$ cat src/rtl/rank_filter_pkg.sv
// rtl/rank_filter_pkg.sv - shared types and helpers for the rank-order filter
package rank_filter_pkg;

    typedef enum logic [1:0] {
        IDLE = 2'd0,
        LOAD = 2'd1,
        OUT  = 2'd2
    } state_t;

    // Rank port width; never narrower than one bit, so small windows still get a port
    function automatic int clog2_min1(input int n);
        return (n <= 2) ? 1 : $clog2(n);
    endfunction

endpackage

$ cat src/rtl/rank_sorter.sv
// rtl/rank_sorter.sv - descending insertion-sorted sample array with valid bits
module rank_sorter
#(
    parameter int W = 8,
    parameter int N = 9
)
(
    input  logic           clk,
    input  logic           rst_n,
    input  logic           clr_ins,
    input  logic           ins,
    input  logic [W-1:0]   x,
    output logic [N*W-1:0] s_flat
);

    logic [W-1:0] s_q [N];
    logic [W-1:0] s_d [N];
    logic [N-1:0] v_q;
    logic [N-1:0] v_d;
    logic [N-1:0] c;

    // Per-slot compare: an empty slot is -infinity, equal values stay ahead of x
    always_comb begin
        c = '0;
        for (int i = 0; i < N; i++) begin
            c[i] = !v_q[i] || (x > s_q[i]);
        end
    end

    // Next array: restart with x alone, or shift the tail down one slot and drop x in the gap
    always_comb begin
        s_d = s_q;
        v_d = v_q;
        if (clr_ins) begin
            v_d    = '0;
            v_d[0] = 1'b1;
            s_d[0] = x;
        end else if (ins) begin
            if (c[0]) begin
                s_d[0] = x;
                v_d[0] = 1'b1;
            end
            for (int i = 1; i < N; i++) begin
                if (c[i]) begin
                    s_d[i] = c[i-1] ? s_q[i-1] : x;
                    v_d[i] = c[i-1] ? v_q[i-1] : 1'b1;
                end
            end
        end
    end

    // Array and valid-bit registers
    always_ff @(posedge clk or negedge rst_n) begin
        if (!rst_n) begin
            for (int i = 0; i < N; i++) begin
                s_q[i] <= '0;
            end
            v_q <= '0;
        end else begin
            s_q <= s_d;
            v_q <= v_d;
        end
    end

    for (genvar g = 0; g < N; g++) begin : g_flat
        assign s_flat[g*W +: W] = s_q[g];
    end

endmodule

$ cat src/rtl/rank_filter.sv
// rtl/rank_filter.sv - serial rank-order filter (median/max/min over an N-sample burst)
module rank_filter
    import rank_filter_pkg::*;
#(
    parameter  int W  = 8,
    parameter  int N  = 9,
    localparam int RW = clog2_min1(N)
)
(
    input  logic          CLK,
    input  logic          nRST,
    input  logic [W-1:0]  DI,
    input  logic          DSI,
    input  logic [RW-1:0] RANK,
    output logic [W-1:0]  DO,
    output logic          DSO,
    output logic          ERR
);

    localparam logic [RW:0] N_C = (RW+1)'(N);
    localparam logic [RW:0] ONE = (RW+1)'(1);

    state_t          state_q, state_d;
    logic [RW:0]     count_q, count_d;
    logic [RW-1:0]   rank_q, rank_d;
    logic            ovf_q, ovf_d;
    logic [W-1:0]    do_q, do_d;
    logic            dso_q, dso_d;
    logic            err_q, err_d;
    logic            clr_ins;
    logic            ins;
    logic [N*W-1:0]  s_flat;
    logic [RW:0]     eff_rank;
    logic [RW:0]     sel;

    rank_sorter #(.W(W), .N(N)) u_sorter (
        .clk     (CLK),
        .rst_n   (nRST),
        .clr_ins (clr_ins),
        .ins     (ins),
        .x       (DI),
        .s_flat  (s_flat)
    );

    // Clamp the rank to the window, then to the number of samples actually held
    always_comb begin
        eff_rank = ({1'b0, rank_q} >= N_C) ? (N_C - ONE) : {1'b0, rank_q};
        sel      = (eff_rank > (count_q - ONE)) ? (count_q - ONE) : eff_rank;
    end

    // Burst sequencing, sorter control and result selection
    always_comb begin
        state_d = state_q;
        count_d = count_q;
        rank_d  = rank_q;
        ovf_d   = ovf_q;
        do_d    = do_q;
        dso_d   = 1'b0;
        err_d   = err_q;
        clr_ins = 1'b0;
        ins     = 1'b0;
        case (state_q)
            LOAD: begin
                if (DSI) begin
                    if (count_q < N_C) begin
                        ins     = 1'b1;
                        count_d = count_q + ONE;
                    end else begin
                        ovf_d = 1'b1;
                    end
                end else begin
                    for (int i = 0; i < N; i++) begin
                        if (sel == (RW+1)'(i)) begin
                            do_d = s_flat[i*W +: W];
                        end
                    end
                    err_d   = (count_q != N_C) || ovf_q;
                    dso_d   = 1'b1;
                    state_d = OUT;
                end
            end
            default: begin
                if (DSI) begin
                    clr_ins = 1'b1;
                    count_d = ONE;
                    rank_d  = RANK;
                    ovf_d   = 1'b0;
                    state_d = LOAD;
                end else begin
                    state_d = IDLE;
                end
            end
        endcase
    end

    // Control and output registers
    always_ff @(posedge CLK or negedge nRST) begin
        if (!nRST) begin
            state_q <= IDLE;
            count_q <= '0;
            rank_q  <= '0;
            ovf_q   <= 1'b0;
            do_q    <= '0;
            dso_q   <= 1'b0;
            err_q   <= 1'b0;
        end else begin
            state_q <= state_d;
            count_q <= count_d;
            rank_q  <= rank_d;
            ovf_q   <= ovf_d;
            do_q    <= do_d;
            dso_q   <= dso_d;
            err_q   <= err_d;
        end
    end

    assign DO  = do_q;
    assign DSO = dso_q;
    assign ERR = err_q;

endmodule

$ cat config.mk
export PLATFORM = sky130hd
export DESIGN_NAME = rank_filter
export DESIGN_NICKNAME = d
export VERILOG_FILES = /design/src/rtl/rank_filter_pkg.sv /design/src/rtl/rank_sorter.sv /design/src/rtl/rank_filter.sv
export SDC_FILE = /design/constraint.sdc
export NUM_CORES = 1
export LEC_CHECK = 0
export ABC_AREA = 1
export ABC_CLOCK_PERIOD_IN_PS = 7100
export BUFFER_PORTS_ARGS = -buffer_cell sky130_fd_sc_hd__buf_2
export CAP_MARGIN = 20
export CORE_ASPECT_RATIO = 1.75
export CORE_MARGIN = 5
export CORE_UTILIZATION = 43
export DETAILED_ROUTE_END_ITERATION = 10
export PLACE_DENSITY = 0.55
export SLEW_MARGIN = 10
export SYNTH_ARGS = -nofsm -noshare
export SYNTH_HDL_FRONTEND = slang
export SYNTH_SLANG_ARGS = --single-unit
$ cat constraint.sdc
create_clock -name CLK -period 7.1 [get_ports CLK]
set_input_delay 1.065 -clock CLK [delete_from_list [all_inputs] [get_ports CLK]]
set_output_delay 1.065 -clock CLK [all_outputs]
set_load 0.01 [all_outputs]
==> results of run 1 <==
[stage by stage]
stage | std cells | cell area [sq um] | util
after detailed placement | 1186 | 7606 | 0.4530
after global routing | 1205 | 7980 | 0.4753
after floorplan | 954 | 7277 | -
final | 1205 | 7980 | 0.4753
after CTS | 1202 | 7938 | 0.4728
after global placement | 1186 | 7606 | 0.4530
[state kept, by name (all words and copies together) (netlist names)]
signal	flops
count_q	5
u_sorter.v_q	9
rank_q	4
ERR	1
u_sorter.s_flat	72
state_q	2
DSO	1
ovf_q	1
DO	8
[final cells by class]
cell class / count / area (sq um)
fillers: 1791 / 8810
multi-input cells: 680 / 4033
flip-flops and latches: 103 / 2577
inverters: 149 / 566.8
well taps: 227 / 284.0
clock buffers: 11 / 252.7
repair buffers: 30 / 187.7
clock inverters: 5 / 78.83
[kinds of logic (layout without fill, tap and decap cells)]
family | count (synthesis) | in the layout
compound gates | 272 | 272
xor+xnor | 4 | 4
fa+ha+maj | 79 | 79
buf+inv | 171 | 195
flops | 103 | 103
simple gates | 325 | 325
[cell usage in the layout, fill, tap and decap left out, types with 3 or more instances in the layout]
cell,Yosys,layout
inv_1,142,142
o22ai_1,26,26
ha_1,79,79
nor2_1,62,62
a211oi_1,23,23
dfrtp_1,103,103
a21oi_1,89,89
nand4_1,9,9
nand2_4,5,5
buf_2,8,23
o21a_1,8,8
inv_2,5,5
nand2_2,10,10
buf_4,0,6
nor3_1,3,3
nand3_1,43,43
o211ai_1,9,9
nor2_4,6,6
o21ai_1,7,7
o221ai_1,6,6
nand2_1,180,180
clkbuf_16,0,9
o21ai_0,96,96
[layer usage]
metal	vias up	global-route usage
met3	60	0.03080
li1	3256	-
met5	-	0
met1	3082	0.2764
met2	137	0.4417
met4	0	0.1213
[power by group through the flow]
stage	sequential, uW	combinational (uW)	clock [uW]
6_report	1030	1810	572
5_1_grt	1060	2080	598
4_1_cts	1020	1810	579
3_5_place_dp	1030	1800	0
3_3_place_gp	1040	1790	0
2_1_floorplan	958	1310	0
[worst paths after layout]
check	slack [ps]	endpoint	from	cells past startpoint
max reg2reg	3670	DO[4]	count_q[0]	22
max in group asynchronous	5450	u_sorter.s_flat[51]	nRST	3
max	3260	u_sorter.s_flat[6]	DI[0]	12
min	460	state_q[1]	state_q[1]	1
min in group asynchronous	640	u_sorter.s_flat[44]	nRST	1
min reg2reg	460	state_q[1]	state_q[1]	1
==> results.ini, run 1 <==
[logic_synthesis]
synth_area_sq_um=7277
yosysSeqAreaShare=0.3542
synth_top_area_frac=0.3542
yosys_warnings=0
yosys_register_bits=103
ys_types=38
async_reset_ff_frac=1.000
yosysMostFrequentCell=nand2_1
yosys_most_used_dff=dfrtp_1
synth_top_family_by_area=compound AO/OA/AOI/OAI gates
synthAdderAreaFrac=0.1358
synthXorXnorAreaFrac=0.004814
synth-compound-area-share=0.2117
avgSynthCellArea_sq_um=7.628
synth_simple_gate_area_frac=0.2019
synth_area_leaders=dfrtp_1, ha_1, nand2_1
synth_edf_count=0
synth_cells=954
synth_top_area_cell=dfrtp_1
synthMuxAreaShare=0
syn_nets=1048
synthTopCellsByCount=nand2_1, inv_1, dfrtp_1, o21ai_0, a21oi_1

[worst_setup_path]
path_cells=buf_2, inv_1, ha_1, nor2_1, o21a_1, o21a_1, o21ai_0, a21oi_1, o32ai_1, nand2_1, o21ai_1, o21ai_0
worstSetupPathType=primary input to register
critical-path-max-stage-delay_ps=790
cpMaxStageDelayCell=o21ai_1
start_kind=primary input
required_ps=7310
crit_arrival_ps=4050
end_kind=register
crit_family=compound AO/OA/AOI/OAI gates
cp_max_fo=17
cp_num_buf_inv=2

[clock_tree]
postCtsSetupRepairBufs=0
clock-root-buffer=clkbuf_16
cts_tree=done
clock-sinks=103
clk_latency_ps=360
cts-htree-levels=3
cts_hold_buffers=0
clkTransAtPathRegs_ps=70
cts_buffers=9
clockBufferDepth=2
ctsResizeCount=0

[power]
leakagePower_uw=0.004035
p_switching_uw=1644
seqPwrFrac=0.302
ir_drop_mv=0.2027
p_sw_frac=0.4818
p_per_area_nw_per_um2=427.6
internal-power_uw=1768
power_frac_comb=0.530
pwr-share-clk=0.168
p_total_uw=3412

[placement]
gp_congestion=0.8690
portBuffers=24
dp_worst_setup_slack_ps=2841
place_hpwl_um=17030

[detailed_routing]
wl_per_cell_um=19.09
drtIter0Drc=299
drc=0
wl_met1_um=8898
first_pass_iters=5
ant_nets=0
top_layer=met4
num_vias=6535
wl_met2_um=12240
routed_wl_um=23000
route.met3.wl_um=720
drt-vias-per-instance=5.423

[timing]
rsz0062_at_grt=no
tightest_slew_ps=972.2
slew_headroom=0.3519
fin_ws_ps=3255
tns_ps=0
layout_min_cycle_time_ps=3845
timing.hold.ws_ps=460.7
finalSetupViolCount=0
hold_viol_final=0
fin_skew_ps=8.516
slew_viol_final=0
min_period_over_period=0.5415
max_freq_ghz=0.2601

[cells_and_area]
drive_above_1_share=0.08180
n_antenna_cell=0
finalNetCount=1067
area_growth_pct=9.663

[floorplan]
fp-row-count=63
die_h_um=182.1
core_area_sq_um=16790
die_x_um=108.3
die-area_sq_um=19730
start_util=0.4334
io_pins=25

[grt]
grt_pass1_vias=6668
grt_pass1_wl_um=36280
grt_overflow=0
grt_max_degree=76
antenna_found_initial=0
track_usage=0.2440

[min_path]
min_path_type=register to register

[flow_run]
max_cap_viol_count=0

[status]
outcome=finished, final reports clean

Note: power is estimated with default switching activity, not from simulation.
==> run 2: changes to the inputs <==
--- a/config.mk
+++ b/config.mk
@@ -5,15 +5,15 @@
 export SDC_FILE = /design/constraint.sdc
 export NUM_CORES = 1
 export LEC_CHECK = 0
-export ABC_AREA = 1
-export ABC_CLOCK_PERIOD_IN_PS = 7100
+export ABC_AREA = 0
+export ABC_CLOCK_PERIOD_IN_PS = 3250
 export BUFFER_PORTS_ARGS = -buffer_cell sky130_fd_sc_hd__buf_2
 export CAP_MARGIN = 20
 export CORE_ASPECT_RATIO = 1.75
 export CORE_MARGIN = 5
 export CORE_UTILIZATION = 43
 export DETAILED_ROUTE_END_ITERATION = 10
-export PLACE_DENSITY = 0.55
+export PLACE_DENSITY = 0.57
 export SLEW_MARGIN = 10
 export SYNTH_ARGS = -nofsm -noshare
 export SYNTH_HDL_FRONTEND = slang
==> constraint.sdc (replaced) <==
create_clock -name CLK -period 3.25 [get_ports CLK]
set_input_delay 0.4875 -clock CLK [delete_from_list [all_inputs] [get_ports CLK]]
set_output_delay 0.4875 -clock CLK [all_outputs]
set_load 0.01 [all_outputs]
==> results.ini, run 2 <==
[status]
outcome=finished, final reports clean

[worst_setup_path]
worstSetupPathType=register to register
ff2ff_setup_slack_ps=160
cp_max_fo=6
end_kind=register
required_ps=3490
start_kind=register
cpMaxStageDelayCell=dfrtp_2
crit_family=simple AND/OR/NAND/NOR gates
path_cells=or3_4, xor2_2, ha_4, nand3_4, o221a_4, nor3_4, mux2i_2, or2_2, a221oi_1, o31ai_1
r2r_start=count_q[0]
crit_path_end=DO[2]
critical-path-max-stage-delay_ps=410
r2r-end=DO[2]
crit_arrival_ps=3330
crit_start=count_q[0]
cp_num_buf_inv=0
worst-path-stages=10
reg2reg_depth=10

[detailed_routing]
first_pass_iters=5
ant_nets=0
drt-vias-per-instance=5.934
routed_wl_um=25650
drtIter0Drc=460
drc=0
wl_per_cell_um=22.21
num_vias=6854

[logic_synthesis]
synth_area_leaders=dfrtp_1, ha_1, mux2i_1
yosysMostFrequentCell=dfrtp_1
synth_area_sq_um=7881
yosys_register_bits=103
synth_edf_count=0
yosys_most_used_dff=dfrtp_1
synth_cells=863
synth_top_family_by_area=compound AO/OA/AOI/OAI gates
synthMuxAreaShare=0.1164
synth_top_area_cell=dfrtp_1
yosys_warnings=0
synthXorXnorAreaFrac=0.009684
synthAdderAreaFrac=0.1254
synthTopCellsByCount=dfrtp_1, a21oi_1, inv_1, ha_1, mux2i_1
synth_top_area_frac=0.3270
synth_simple_gate_area_frac=0.1294
yosysSeqAreaShare=0.3270
syn_nets=957
avgSynthCellArea_sq_um=9.132
ys_types=78
async_reset_ff_frac=1.000
synth-compound-area-share=0.2232

[power]
p_sw_frac=0.4535
internal-power_uw=4298
seqPwrFrac=0.309
p_per_area_nw_per_um2=870.9
leakagePower_uw=0.004465
ir_drop_mv=0.3537
p_switching_uw=3566
pwr-share-clk=0.150
power_frac_comb=0.541

[placement]
place_hpwl_um=19890
place_area_sq_um=8606
placed_cells=1135
portBuffers=24
gp_congestion=0.9503

[timing]
slew_headroom=0.2542
finalSetupViolCount=0
layout_min_cycle_time_ps=3093
max_freq_ghz=0.3234
min_period_over_period=0.9515
fin_skew_ps=9.314
tightest_slew_ps=1119
hold_viol_final=0
slew_viol_final=0

[floorplan]
die_h_um=189.1
io_pins=25
core_area_sq_um=18050
fp-row-count=65
die_x_um=112.3
die-area_sq_um=21240
start_util=0.4365

[clock_tree]
cts_tree=done
cts_buffers=9
clk_latency_ps=370
clkTransAtPathRegs_ps=80
clock-root-buffer=clkbuf_16
cts_hold_buffers=0
clock-sinks=103
cts-htree-levels=3
clockBufferDepth=2

[cells_and_area]
finalNetCount=1010
fin_util=0.5001
largest_reg_flops=72
final_cells=1155
fillers=1755
layout_common_cells=dfrtp_1, a21oi_1, inv_1, ha_1, mux2i_1
mostFrequentLayoutCell=dfrtp_1
fin_area_sq_um=9030
drive_above_1_share=0.1792
n_antenna_cell=0
area_growth_pct=14.57

[min_path]
min_path_type=primary input to asynchronous set/reset pin

[grt]
grt_pass1_wl_um=39920
antenna_found_initial=0
grt_overflow=0
grt_max_degree=44
grt_pass1_vias=6958
track_usage=0.2448

[flow_run]
max_cap_viol_count=0

[run 2: cell count changes after synthesis, sizes merged, moves of 15 or more]
cell    before  now
a21o         0   16
nand2      195   35
a211oi      23    5
mux2i        0   77
nand3       45   30
a31oi        2   17
o22ai       26    3
o21ai      103   38
clkbuf      13   28
inv        148   83
[run 2: through the flow]
step,setup WS [ps],setup TNS [ps],power [uW],hold WS (ps)
detailed placement,14.78,0,6586,502.9
global placement,35.31,0,6537,484.6
finish,157.5,0,7864,87.59
global route,-1.110,-1.110,8466,131.4
floorplan,6.593,0,5161,191.9
CTS,6.500,0,7792,97.99
[run 2: area by class of cell]
| type | count | area, sq um | area share |
|---|---|---|---|
| Clock buffer | 10 | 239.0 | 0.02647 |
| Multi-Input combinational cell | 631 | 4907 | 0.5434 |
| Tap cell | 234 | 292.8 | 0.03242 |
| Timing Repair Buffer | 88 | 631.9 | 0.06997 |
| Inverter | 83 | 311.5 | 0.03450 |
| Sequential cell | 103 | 2579 | 0.2856 |
| Clock inverter | 6 | 68.82 | 0.007621 |
[run 2: worst min path at each step]
stage | from | cells past startpoint | slack, ps | endpoint
CTS | nRST | 1 | 100 | ovf_q
global route | nRST | 1 | 130 | ovf_q
finish | nRST | 1 | 90 | ovf_q
floorplan | nRST | 0 | 190 | DO[0]
global placement | ovf_q | 2 | 480 | ovf_q
detailed placement | nRST | 1 | 500 | ovf_q
[run 2: power groups by stage]
stage / sequential, uW / clock, uW / combinational (uW)
2_1_floorplan: 2150 / 0 / 3010
3_3_place_gp: 2450 / 0 / 4090
3_5_place_dp: 2440 / 0 / 4150
4_1_cts: 2420 / 1200 / 4180
5_1_grt: 2460 / 1250 / 4750
6_report: 2430 / 1180 / 4260
[run 2: repair_timing]
action / in CTS / in global routing
pin swaps: 0 / 6
setup endpoints to repair: 3 / 8
resized for setup: 2 / 12
buffers inserted: 0 / 4
[run 2: cell families after synthesis]
| family | after synthesis |
|---|---|
| AO/OA/AOI/OAI | 258 |
| XOR/XNOR | 7 |
| adder cells (fa/ha/maj) | 79 |
| buffers and inverters | 129 |
| flip-flops | 103 |
| multiplexers | 90 |
| AND/OR/NAND/NOR | 197 |
[run 2: layer usage]
layer  vias up  global-route usage  wire, um
li1       3229                   -         -
met1      3409              0.2750     10030
met2       155              0.4437     13510
met3        61             0.03230       793
met4         0              0.1296      1324
met5         -                   0         0
==> run 3: changes to the inputs <==
--- a/config.mk
+++ b/config.mk
@@ -6,14 +6,14 @@
 export NUM_CORES = 1
 export LEC_CHECK = 0
 export ABC_AREA = 0
-export ABC_CLOCK_PERIOD_IN_PS = 3250
+export ABC_CLOCK_PERIOD_IN_PS = 3680
 export BUFFER_PORTS_ARGS = -buffer_cell sky130_fd_sc_hd__buf_2
 export CAP_MARGIN = 20
 export CORE_ASPECT_RATIO = 1.75
 export CORE_MARGIN = 5
 export CORE_UTILIZATION = 43
 export DETAILED_ROUTE_END_ITERATION = 10
-export PLACE_DENSITY = 0.57
+export PLACE_DENSITY = 0.55
 export SLEW_MARGIN = 10
 export SYNTH_ARGS = -nofsm -noshare
 export SYNTH_HDL_FRONTEND = slang
==> constraint.sdc (replaced) <==
create_clock -name CLK -period 3.68 [get_ports CLK]
set_input_delay 0.552 -clock CLK [delete_from_list [all_inputs] [get_ports CLK]]
set_output_delay 0.552 -clock CLK [all_outputs]
set_load 0.01 [all_outputs]
==> results.ini, run 3 (synthesized netlist as in run 2, its figures left out) <==
[worst_setup_path]
r2r_start=count_q[1]
r2r-end=DO[0]
required_ps=3950
ff2ff_setup_slack_ps=180
worstSetupPathType=register to register
crit_arrival_ps=3770
reg2reg_depth=11
cp_max_fo=12
end_kind=register
start_kind=register

[placement]
portBuffers=24
place_hpwl_um=20510
dp_worst_setup_slack_ps=176.4
gp_congestion=0.9970
placed_cells=1119

[power]
leakagePower_uw=0.004346
ir_drop_mv=0.3518
p_total_uw=6684
p_per_area_nw_per_um2=765.1

[detailed_routing]
wl_per_cell_um=22.96
first_pass_iters=4
drtIter0Drc=393
num_vias=6815
drt-vias-per-instance=5.989
routed_wl_um=26120
drc=0
ant_nets=0

[cells_and_area]
mostFrequentLayoutCell=dfrtp_1
drive_above_1_share=0.1471
area_growth_pct=10.84
layout_common_cells=dfrtp_1, a21oi_1, inv_1, ha_1, mux2i_1
fillers=1805
finalNetCount=993
largest_reg_flops=72
n_antenna_cell=0
final_cells=1138

[grt]
track_usage=0.2496
grt_max_degree=52
grt_pass1_vias=7093
antenna_found_initial=0
grt_overflow=0
grt_pass1_wl_um=40610

[clock_tree]
cts_hold_buffers=0
clk_latency_ps=370
clock-sinks=103
cts_buffers=9
cts-htree-levels=3
ctsResizeCount=0
postCtsSetupRepairBufs=0
clock-root-buffer=clkbuf_16
clockBufferDepth=2
clkTransAtPathRegs_ps=80
cts_tree=done

[timing]
fin_skew_ps=9.343
max_freq_ghz=0.2855
min_period_over_period=0.9517
hold_viol_final=0
slew_headroom=0.5148
finalSetupViolCount=0
tightest_slew_ps=727.8
rsz0062_at_grt=no
tns_ps=0
layout_min_cycle_time_ps=3502
slew_viol_final=0
fin_ws_ps=177.7

[flow_run]
max_cap_viol_count=0

[floorplan]
fp-row-count=65
io_pins=25
start_util=0.4365
die_h_um=189.1
die_x_um=112.3
core_area_sq_um=18050
die-area_sq_um=21240

[status]
outcome=finished, final reports clean

[min_path]
min_path_type=primary input to asynchronous set/reset pin

==> run 3: cell types whose count changed in the layout (fill, tap and decap cells not counted), sizes merged <==
| cell | change |
|---|---|
| buf | -17 |
| clkinv | -2 |
| inv | +2 |
| bufinv | -1 |
| clkinvlp | +1 |
==> run 3: layout make-up <==
| cell class | instances | area [sq um] | share of cell area |
|---|---|---|---|
| clock inverter | 6 | 52.55 | 0.006015 |
| inverter | 83 | 311.5 | 0.03566 |
| timing repair buffer | 71 | 475.5 | 0.05443 |
| sequential | 103 | 2577 | 0.2950 |
| clock buffer | 10 | 239.0 | 0.02736 |
| multi-input combinational | 631 | 4787 | 0.5480 |
| tap | 234 | 292.8 | 0.03351 |
==> run 3: per-stage QoR <==
step           cell area [sq um]    util  hold WS [ps]
2_1_floorplan               7881       -         256.4
3_3_place_gp                8402  0.4654         498.1
3_5_place_dp                8402  0.4654         497.1
4_1_cts                     8693  0.4815         239.4
5_1_grt                     8736  0.4839         271.1
6_report                    8736  0.4839         207.2
==> run 3: critical path, stage by stage, from the launching register on <==
cell	delay, ps
dfrtp_1	490
or3_1	440
xor2_1	200
ha_1	350
nand3_1	180
o221a_2	370
nor3_2	310
mux2i_1	320
buf_4	230
a21oi_1	60
o31a_1	130
o41ai_2	320
==> run 3: routing by layer <==
metal	vias to the layer above	wire length (um)	global-route usage
li1	3202	-	-
met1	3386	10210	0.2818
met2	162	13850	0.4580
met3	65	804	0.03166
met4	0	1254	0.1199
met5	-	0	0
==> run 3: worst max path at each step <==
stage	from	to	slack (ps)	cells past startpoint
2_1_floorplan	count_q[0]	DO[0]	310	15
4_1_cts	count_q[1]	DO[3]	170	11
3_5_place_dp	count_q[1]	DO[3]	180	11
6_report	count_q[1]	DO[0]	180	11
3_3_place_gp	count_q[1]	DO[3]	270	11
5_1_grt	count_q[0]	DO[0]	30	11
==> run 3: report_power, final <==
part           internal [uW]  total [uW]  switching (uW)
registers               1580        2170             598
clock network            489         985             495
logic                   1530        3530            2000
total                   3590        6680            3090
